## src/rtl/icache_loader.sv

```systemverilog
// icache_loader: packs a little-endian byte stream into 32-bit instructions
// and writes them to consecutive icache entries starting at entry 0.
//
// state   | meaning
// --------+---------------------------------------------------------------
// S_IDLE  | waiting for start; all strobes low
// S_RECV  | accepting bytes (rx_ready=1) until four bytes form a word
// S_WRITE | one-cycle icache write of the assembled word
// S_DONE  | one-cycle done pulse after the final word, then back to idle
module icache_loader #(
    parameter int ADDR_W = 5,
    parameter int DATA_W = 32
) (
    input  logic              i_clk,
    input  logic              i_nrst,
    input  logic              i_start,
    input  logic [ADDR_W:0]   i_len,
    input  logic              i_abort,
    input  logic              i_rx_valid,
    input  logic [7:0]        i_rx_byte,
    output logic              o_rx_ready,
    output logic              o_write,
    output logic [ADDR_W-1:0] o_write_addr,
    output logic [DATA_W-1:0] o_write_data,
    output logic              o_busy,
    output logic              o_done
);

    localparam logic [1:0] S_IDLE  = 2'd0;
    localparam logic [1:0] S_RECV  = 2'd1;
    localparam logic [1:0] S_WRITE = 2'd2;
    localparam logic [1:0] S_DONE  = 2'd3;

    // Full cache depth; also the value substituted for out-of-range lengths.
    localparam logic [ADDR_W:0] FULL_LEN = {1'b1, {ADDR_W{1'b0}}};

    logic [1:0]        r_state;
    logic [ADDR_W:0]   r_len_q;
    logic [ADDR_W:0]   r_word_cnt;
    logic [1:0]        r_byte_cnt;
    logic [23:0]       r_buffer;
    logic [DATA_W-1:0] r_write_data;

    logic [ADDR_W:0]   w_len_eff;
    logic              w_last_word;

    // Length 0 or anything beyond the cache depth loads the whole cache.
    assign w_len_eff   = ((i_len == '0) || (i_len > FULL_LEN)) ? FULL_LEN : i_len;
    assign w_last_word = (r_word_cnt == (r_len_q - 1'b1));

    // Sequencer: byte packing, word counting and state transitions; abort wins everywhere.
    always_ff @(posedge i_clk or negedge i_nrst) begin
        if (!i_nrst) begin
            r_state      <= S_IDLE;
            r_len_q      <= '0;
            r_word_cnt   <= '0;
            r_byte_cnt   <= '0;
            r_buffer     <= '0;
            r_write_data <= '0;
        end else begin
            case (r_state)
                S_IDLE: begin
                    if (i_start && !i_abort) begin
                        r_len_q    <= w_len_eff;
                        r_word_cnt <= '0;
                        r_byte_cnt <= '0;
                        r_state    <= S_RECV;
                    end
                end
                S_RECV: begin
                    if (i_abort) begin
                        r_state <= S_IDLE;
                    end else if (i_rx_valid) begin
                        r_byte_cnt <= r_byte_cnt + 2'd1;
                        case (r_byte_cnt)
                            2'd0: r_buffer[7:0]   <= i_rx_byte;
                            2'd1: r_buffer[15:8]  <= i_rx_byte;
                            2'd2: r_buffer[23:16] <= i_rx_byte;
                            default: begin
                                // Capture the whole word now so write_data stays
                                // stable while the next word is being received.
                                r_write_data <= {i_rx_byte, r_buffer};
                                r_state      <= S_WRITE;
                            end
                        endcase
                    end
                end
                S_WRITE: begin
                    if (i_abort) begin
                        r_state <= S_IDLE;
                    end else if (w_last_word) begin
                        r_state <= S_DONE;
                    end else begin
                        r_word_cnt <= r_word_cnt + 1'b1;
                        r_state    <= S_RECV;
                    end
                end
                default: begin
                    r_state <= S_IDLE;
                end
            endcase
        end
    end

    // Outputs are decoded from state; abort suppresses any strobe in its cycle.
    assign o_rx_ready   = (r_state == S_RECV)  && !i_abort;
    assign o_write      = (r_state == S_WRITE) && !i_abort;
    assign o_done       = (r_state == S_DONE)  && !i_abort;
    assign o_busy       = (r_state != S_IDLE);
    assign o_write_addr = r_word_cnt[ADDR_W-1:0];
    assign o_write_data = r_write_data;

endmodule

```

## config.mk

```make
export PLATFORM = sky130hd
export DESIGN_NAME = icache_loader
export DESIGN_NICKNAME = d
export VERILOG_FILES = /design/src/rtl/icache_loader.sv
export SDC_FILE = /design/constraint.sdc
export NUM_CORES = 1
export LEC_CHECK = 0
export CAP_MARGIN = 20
export CELL_PAD_IN_SITES_DETAIL_PLACEMENT = 0
export CELL_PAD_IN_SITES_GLOBAL_PLACEMENT = 1
export CORE_MARGIN = 2
export CORE_UTILIZATION = 39
export CTS_BUF_LIST = sky130_fd_sc_hd__clkbuf_8
export DETAILED_ROUTE_END_ITERATION = 8
export GPL_ROUTABILITY_DRIVEN = 0
export HOLD_SLACK_MARGIN = 0.12
export PLACE_DENSITY_LB_ADDON = 0.1
export SYNTH_ARGS = -nofsm -noshare
export SYNTH_HDL_FRONTEND = slang
export SYNTH_SLANG_ARGS = --single-unit
```

## constraint.sdc

```tcl
create_clock -name i_clk -period 1.9 [get_ports i_clk]
set_input_delay 0.38 -clock i_clk [delete_from_list [all_inputs] [get_ports i_clk]]
set_output_delay 0.38 -clock i_clk [all_outputs]
set_load 0.03 [all_outputs]
```

==> impl_metrics.json, run 1 <==
{
  "maxCapViolCount": 0,
  "routed_via_density": 4.76,
  "rsz0062_at_grt": "true",
  "ioPinCount": 60,
  "startpoint_type": "register",
  "p_sw_mw": 1.43,
  "placed_area_mm2": 0.00400,
  "hpwl_um": 4260,
  "yosysWarnings": 0,
  "muxShareOfSynthArea_pct": 21.8,
  "seqPwrFrac_pct": 44.6,
  "clock-sinks": 72,
  "p_per_area_mw_per_mm2": 1120,
  "p_sw_share_pct": 29.5,
  "hold_path.startpoint": "r_buffer[21]",
  "finalSetupViolCount": 0,
  "dieArea_mm2": 0.00890,
  "syn_to_final_growth_pct": 35.2,
  "grt_pass1_wl_um": 10200,
  "synthArstFlopShare_pct": 100,
  "core-area_mm2": 0.00781,
  "crit_path_max_fanout": 4,
  "cts-root-buf": "clkbuf_8",
  "syn_area_per_cell_um2": 12.9,
  "vdd_drop_max_uv": 404,
  "hold_viol": 0,
  "insertion_delay_ps": 330,
  "overflow": 0,
  "grt_pass1_vias": 2067,
  "synth_edf_count": 0,
  "fin_ws_ps": 15.2,
  "rr_endpoint": "r_word_cnt[1]",
  "drc_errors": 0,
  "p_leak_nw": 2.09,
  "tritoncts": "yes",
  "initial_utilization_pct": 40.8,
  "power_frac_comb_pct": 27.2,
  "routedWlPerCell_um": 13.9,
  "crit_path_end_kind": "register",
  "hold_path.class": "reg -> reg",
  "htreeDepth": 3,
  "clockPowerShare_pct": 28.2,
  "report.final.slew_viol_count": 0,
  "synth_flop_cell": "dfrtp_1",
  "synth_cells": 246,
  "r2r-start": "r_len_q[1]",
  "synth_nets": 271,
  "nets": 353,
  "clk_path_buf_depth": 2,
  "hold_path_depth": 1,
  "drt_iter0_markers": 46,
  "min_to": "o_write_data[21]",
  "antenna_found_initial": 0,
  "crit_arrival_ps": 2100,
  "r2r_cells": 7,
  "final_area_mm2": 0.00431,
  "dr_total_vias": 2070,
  "synth_top_family_by_area": "multiplexers",
  "fillers": 707,
  "die-height_um": 94.4,
  "relSlewSlack_pct": 75.1,
  "r2r_slack_ps": 20,
  "fp-row-count": 32,
  "status": "complete, no violations",
  "p_int_mw": 3.41,
  "drt-total-wl_um": 6030,
  "worst_pin_slew_ps": 373,
  "diodes": 0,
  "cp.required_ps": 2110,
  "synth_xor_area_share_pct": 1.65,
  "max_freq_mhz": 531,
  "post-place-ws_ps": -236,
  "criticalPathCategory": "reg -> reg",
  "yosysUniqueCellTypes": 36,
  "ant_nets": 0,
  "final_layout_size_suffix_gt1_share_pct": 21.9,
  "timing.final.crit_share_pct": 99.2,
  "fin_worst_skew_ps": 8.85,
  "grt_max_degree": 73,
  "cts.clk_slew.worst_paths_ps": 70,
  "synth_compound_area_share_pct": 4.44,
  "ys_ff_latch": 72,
  "cts_buffers": 9,
  "grt_use_total_pct": 15.1,
  "netlist_area_mm2": 0.00318,
  "first_pass_iters": 4,
  "seq_area_frac_synth_pct": 56.6,
  "synthAdderAreaFrac_pct": 2.36,
  "die_x_um": 94.4,
  "synthSimpleGateAreaFrac_pct": 10.3,
  "port_buffers": 59,
  "period_minus_slack_ps": 1880,
  "holdWs_ps": 483
}
-- logic make-up (layout without fill, tap and decap cells) --
kind of cell,after synthesis,after routing
compound gates,22,22
buf+inv,18,105
fa+ha+maj,6,6
flops,72,72
xor+xnor,6,6
simple gates,60,60
mux,62,62
-- cells in the final DEF (no fill, tap or decap), types with 2 or more instances in the layout --
master | Yosys | final
xnor2_1 | 4 | 4
clkbuf_8 | 0 | 11
inv_1 | 6 | 5
nand3_1 | 3 | 3
dfrtp_1 | 72 | 72
o21ai_1 | 9 | 9
nor2_1 | 8 | 8
mux2i_1 | 4 | 4
xor2_1 | 2 | 2
nand4_1 | 2 | 2
bufinv_16 | 0 | 2
mux2_4 | 0 | 2
dlygate4sd2_1 | 0 | 3
buf_12 | 0 | 2
nor3_1 | 4 | 4
ha_1 | 6 | 5
mux2_2 | 15 | 15
mux2_1 | 43 | 41
nor2b_1 | 2 | 2
a21oi_1 | 7 | 4
buf_4 | 5 | 23
nand2_1 | 21 | 21
a21oi_2 | 0 | 2
dlymetal6s2s_1 | 0 | 2
nand2b_1 | 11 | 10
clkdlybuf4s50_1 | 0 | 49
clkinv_2 | 0 | 2
-- cells in the mapped netlist (2+ instances only) --
cell type | count | share of area (%)
buf_2 | 4 | 0.63
ha_1 | 6 | 2.4
nand4_1 | 2 | 0.39
xnor2_1 | 4 | 1.1
nor3_1 | 4 | 0.63
buf_4 | 5 | 1.2
dfrtp_1 | 72 | 57
o21ai_1 | 9 | 1.4
xor2_1 | 2 | 0.55
inv_1 | 6 | 0.71
nand3_1 | 3 | 0.47
nand2_1 | 21 | 2.5
nor2_1 | 8 | 0.94
mux2_1 | 43 | 15
clkbuf_1 | 2 | 0.24
mux2i_1 | 4 | 1.3
a21oi_1 | 7 | 1.1
mux2_2 | 15 | 5.3
nor2b_1 | 2 | 0.39
nand2b_1 | 11 | 2.2
-- how the worst max path moves through the flow --
stage / to / slack (ps) / from
finish: r_word_cnt[1] / 20 / r_len_q[1]
global route: r_word_cnt[1] / -90 / r_len_q[1]
CTS: o_write_addr[4] / 3 / r_word_cnt[4]
detailed placement: r_word_cnt[5] / -240 / i_abort
global placement: r_word_cnt[5] / -250 / i_abort
floorplan: r_word_cnt[0] / 10 / r_len_q[0]
-- critical path: stages, from the launching register on --
cell      delay (ps)
dfrtp_1          420
inv_2             70
ha_4             260
xor2_1           130
nand3_1          130
nor4b_4          340
a21boi_2         120
mux2_4           310
-- cell type report --
| cell class | count | area, um^2 | share of cell area, % |
|---|---|---|---|
| Multi-Input combinational cell | 156 | 1350 | 31.3 |
| Sequential cell | 72 | 1800 | 41.8 |
| Clock inverter | 5 | 78.8 | 1.83 |
| Timing Repair Buffer | 82 | 774 | 18.0 |
| Tap cell | 102 | 128 | 2.96 |
| Inverter | 7 | 26.3 | 0.610 |
| Clock buffer | 11 | 151 | 3.52 |
-- per-stage QoR --
step | std cells | power [mW] | util [%] | setup TNS (ps)
after floorplan | 246 | 2.93 | - | 0
after global placement | 416 | 3.45 | 51.2 | -5030
after detailed placement | 416 | 3.48 | 51.2 | -5610
after CTS | 433 | 4.87 | 54.2 | 0
after global routing | 435 | 5.14 | 55.2 | -371
final | 435 | 4.83 | 55.2 | 0
-- layer usage --
metal | vias to the layer above | global-route usage (%) | share of wire [%]
met4 | 0 | 5.80 | 0.98
li1 | 1018 | - | -
met2 | 50 | 21.6 | 45
met5 | - | 0 | 0
met1 | 998 | 21.3 | 49
met3 | 4 | 4.87 | 4.9
-- timing repair --
action	in CTS	in global routing
setup buffers	0	2
endpoints found under the hold margin	72	0
resized for setup	4	15
hold buffers	1	0
endpoints found under the setup margin	4	10
pin swaps	0	7
-- power by group through the flow --
stage	combinational, mW	sequential (mW)	clock (mW)
CTS	1.30	2.16	1.41
global route	1.43	2.22	1.49
global placement	1.27	2.18	0
detailed placement	1.29	2.19	0
finish	1.31	2.16	1.36
floorplan	0.534	2.40	0
-- sequential cells by signal, indices dropped and copies added (netlist names) --
signal / flops
o_write_data: 32
r_buffer: 24
r_len_q: 6
r_word_cnt: 6
r_byte_cnt: 2
r_state: 2
No activity file was read; power rests on OpenSTA's default activity.
==> run 2: changes to the inputs <==
HOLD_SLACK_MARGIN = 0.06   (was 0.12)
==> run 2 against run 1 <==
First-iteration DRC count decreased by 24%. Power about the same. Count of clock-buffer cells in the layout unchanged. Die area unchanged. Sequential cell count unchanged. Non-clock buffer count decreased by 1. Register-to-register slack about the same. Cell count decreased by 0.23%. Critical path depth unchanged. Sequential power about the same. Maximum frequency about the same.
==> impl_metrics.json, run 2 (same netlist as run 1, synthesis figures left out) <==
{
  "status": "complete, no violations",
  "crit_path_end_kind": "register",
  "tritoncts": "yes",
  "startpoint_type": "register",
  "p_sw_mw": 1.43,
  "core-area_mm2": 0.00781,
  "drt_iter0_markers": 35,
  "fin_worst_skew_ps": 10.5,
  "first_pass_iters": 4,
  "dp.cells": 416,
  "drc_errors": 0,
  "htreeDepth": 3,
  "diodes": 0,
  "final_layout_size_suffix_gt1_share_pct": 22.0,
  "layout_commonest_cell": "dfrtp_1",
  "dieArea_mm2": 0.00890,
  "nets": 352,
  "antenna_found_initial": 0,
  "cts_hold_buf": 0,
  "ant_nets": 0,
  "hold_path.class": "in -> async",
  "clockPowerShare_pct": 28.3,
  "cp.required_ps": 2120,
  "final_area_mm2": 0.00430,
  "p_leak_nw": 2.09,
  "grt_use_total_pct": 15.1,
  "finalPower_mw": 4.84,
  "clock-sinks": 72,
  "fin_util_pct": 55.0,
  "ioPinCount": 60,
  "rsz0062_at_grt": "true",
  "routed_via_density": 4.77,
  "syn_to_final_growth_pct": 34.9,
  "grt_max_degree": 73,
  "criticalPathCategory": "reg -> reg",
  "period_minus_slack_ps": 1890,
  "timing.final.crit_share_pct": 99.2,
  "drt-total-wl_um": 6030,
  "routedWlPerCell_um": 13.9,
  "placed_area_mm2": 0.00400,
  "maxCapViolCount": 0,
  "insertion_delay_ps": 340,
  "cts-root-buf": "clkbuf_8",
  "max_freq_mhz": 530,
  "hold_viol": 0,
  "overflow": 0,
  "holdWs_ps": 57.6,
  "initial_utilization_pct": 40.8,
  "die_x_um": 94.4,
  "vdd_drop_max_uv": 406,
  "multiInputGateArea_mm2": 0.00135,
  "crit_path_max_fanout": 4,
  "hpwl_um": 4260,
  "crit_arrival_ps": 2100,
  "p_sw_share_pct": 29.6,
  "layout_common_cells": "dfrtp_1 (72), clkdlybuf4s50_1 (49), mux2_1 (41)",
  "fillers": 708,
  "p_int_mw": 3.40,
  "grt_pass1_vias": 2067,
  "largest_reg_flops": 32,
  "p_per_area_mw_per_mm2": 1130,
  "dr_total_vias": 2070,
  "relSlewSlack_pct": 75.1,
  "cts_buffers": 9,
  "die-height_um": 94.4,
  "seqPwrFrac_pct": 44.6,
  "clk_path_buf_depth": 2,
  "grt_pass1_wl_um": 10200,
  "cts.clk_slew.worst_paths_ps": 80,
  "worst_pin_slew_ps": 374,
  "finalSetupViolCount": 0,
  "report.final.slew_viol_count": 0,
  "fp-row-count": 32,
  "register_area_mm2": 0.00180,
  "r2r_cells": 7,
  "port_buffers": 59,
  "finalNonFillerCells": 434,
  "power_frac_comb_pct": 27.1
}
[run 2: changes by cell type in the layout (fill, tap and decap cells not counted), sizes merged]
cell and delta:
dlygate4sd3 -1
[run 2: final timing paths]
kind,slack [ps],startpoint,endpoint
min in group i_clk,480,r_buffer[21],o_write_data[21]
min reg2reg,480,r_buffer[21],o_write_data[21]
min,60,i_nrst,o_write_data[4]
max,10,r_len_q[1],r_word_cnt[1]
max in group asynchronous,1550,i_nrst,r_byte_cnt[1]
max reg2reg,10,r_len_q[1],r_word_cnt[1]
[run 2: cell type report]
| class | instances | share of cell area (%) |
|---|---|---|
| Sequential cell | 72 | 41.9 |
| Multi-Input combinational cell | 156 | 31.3 |
| Timing Repair Buffer | 81 | 17.8 |
| Clock buffer | 11 | 3.52 |
| Tap cell | 102 | 2.97 |
| Clock inverter | 5 | 1.83 |
| Inverter | 7 | 0.612 |
[run 2: worst max-delay path, cell delays in order (launching register included)]
cell      delay (ps)
dfrtp_1          420
inv_2             70
ha_4             260
xor2_1           130
nand3_1          130
nor4b_4          340
a21boi_2         120
mux2_4           310
[run 2: per-stage QoR]
stage                     worst slack [ps]  TNS, ps
after floorplan                       13.5        0
after global placement                -249    -5030
after detailed placement              -236    -5610
after CTS                             3.23        0
after global routing                 -86.3     -371
final                                 14.7        0
[run 2: power by group through the flow]
stage                     combinational (mW)  sequential [mW]  clock (mW)
after CTS                               1.30             2.16        1.41
after detailed placement                1.29             2.19           0
after global routing                    1.43             2.22        1.49
after floorplan                        0.534             2.40           0
after global placement                  1.27             2.18           0
final                                   1.31             2.16        1.37
[run 2: repair_timing]
item / 4_1_cts / 5_1_grt
pin swaps: 0 / 7
endpoints found under the setup margin: 4 / 10
gates resized for setup: 4 / 15
setup buffers: 0 / 2
[run 2: per-layer routing]
layer	wire, um	track usage, %	up-vias
met4	81	5.80	0
met5	0	0	-
met3	308	4.87	7
li1	-	-	1016
met1	2950	21.3	999
met2	2690	21.6	48
==> run 3: changes to the inputs <==
SKIP_LAST_GASP = 1   (was default)
==> results of run 3 <==
Final layout, timing and power as in run 2 (identical DEF).
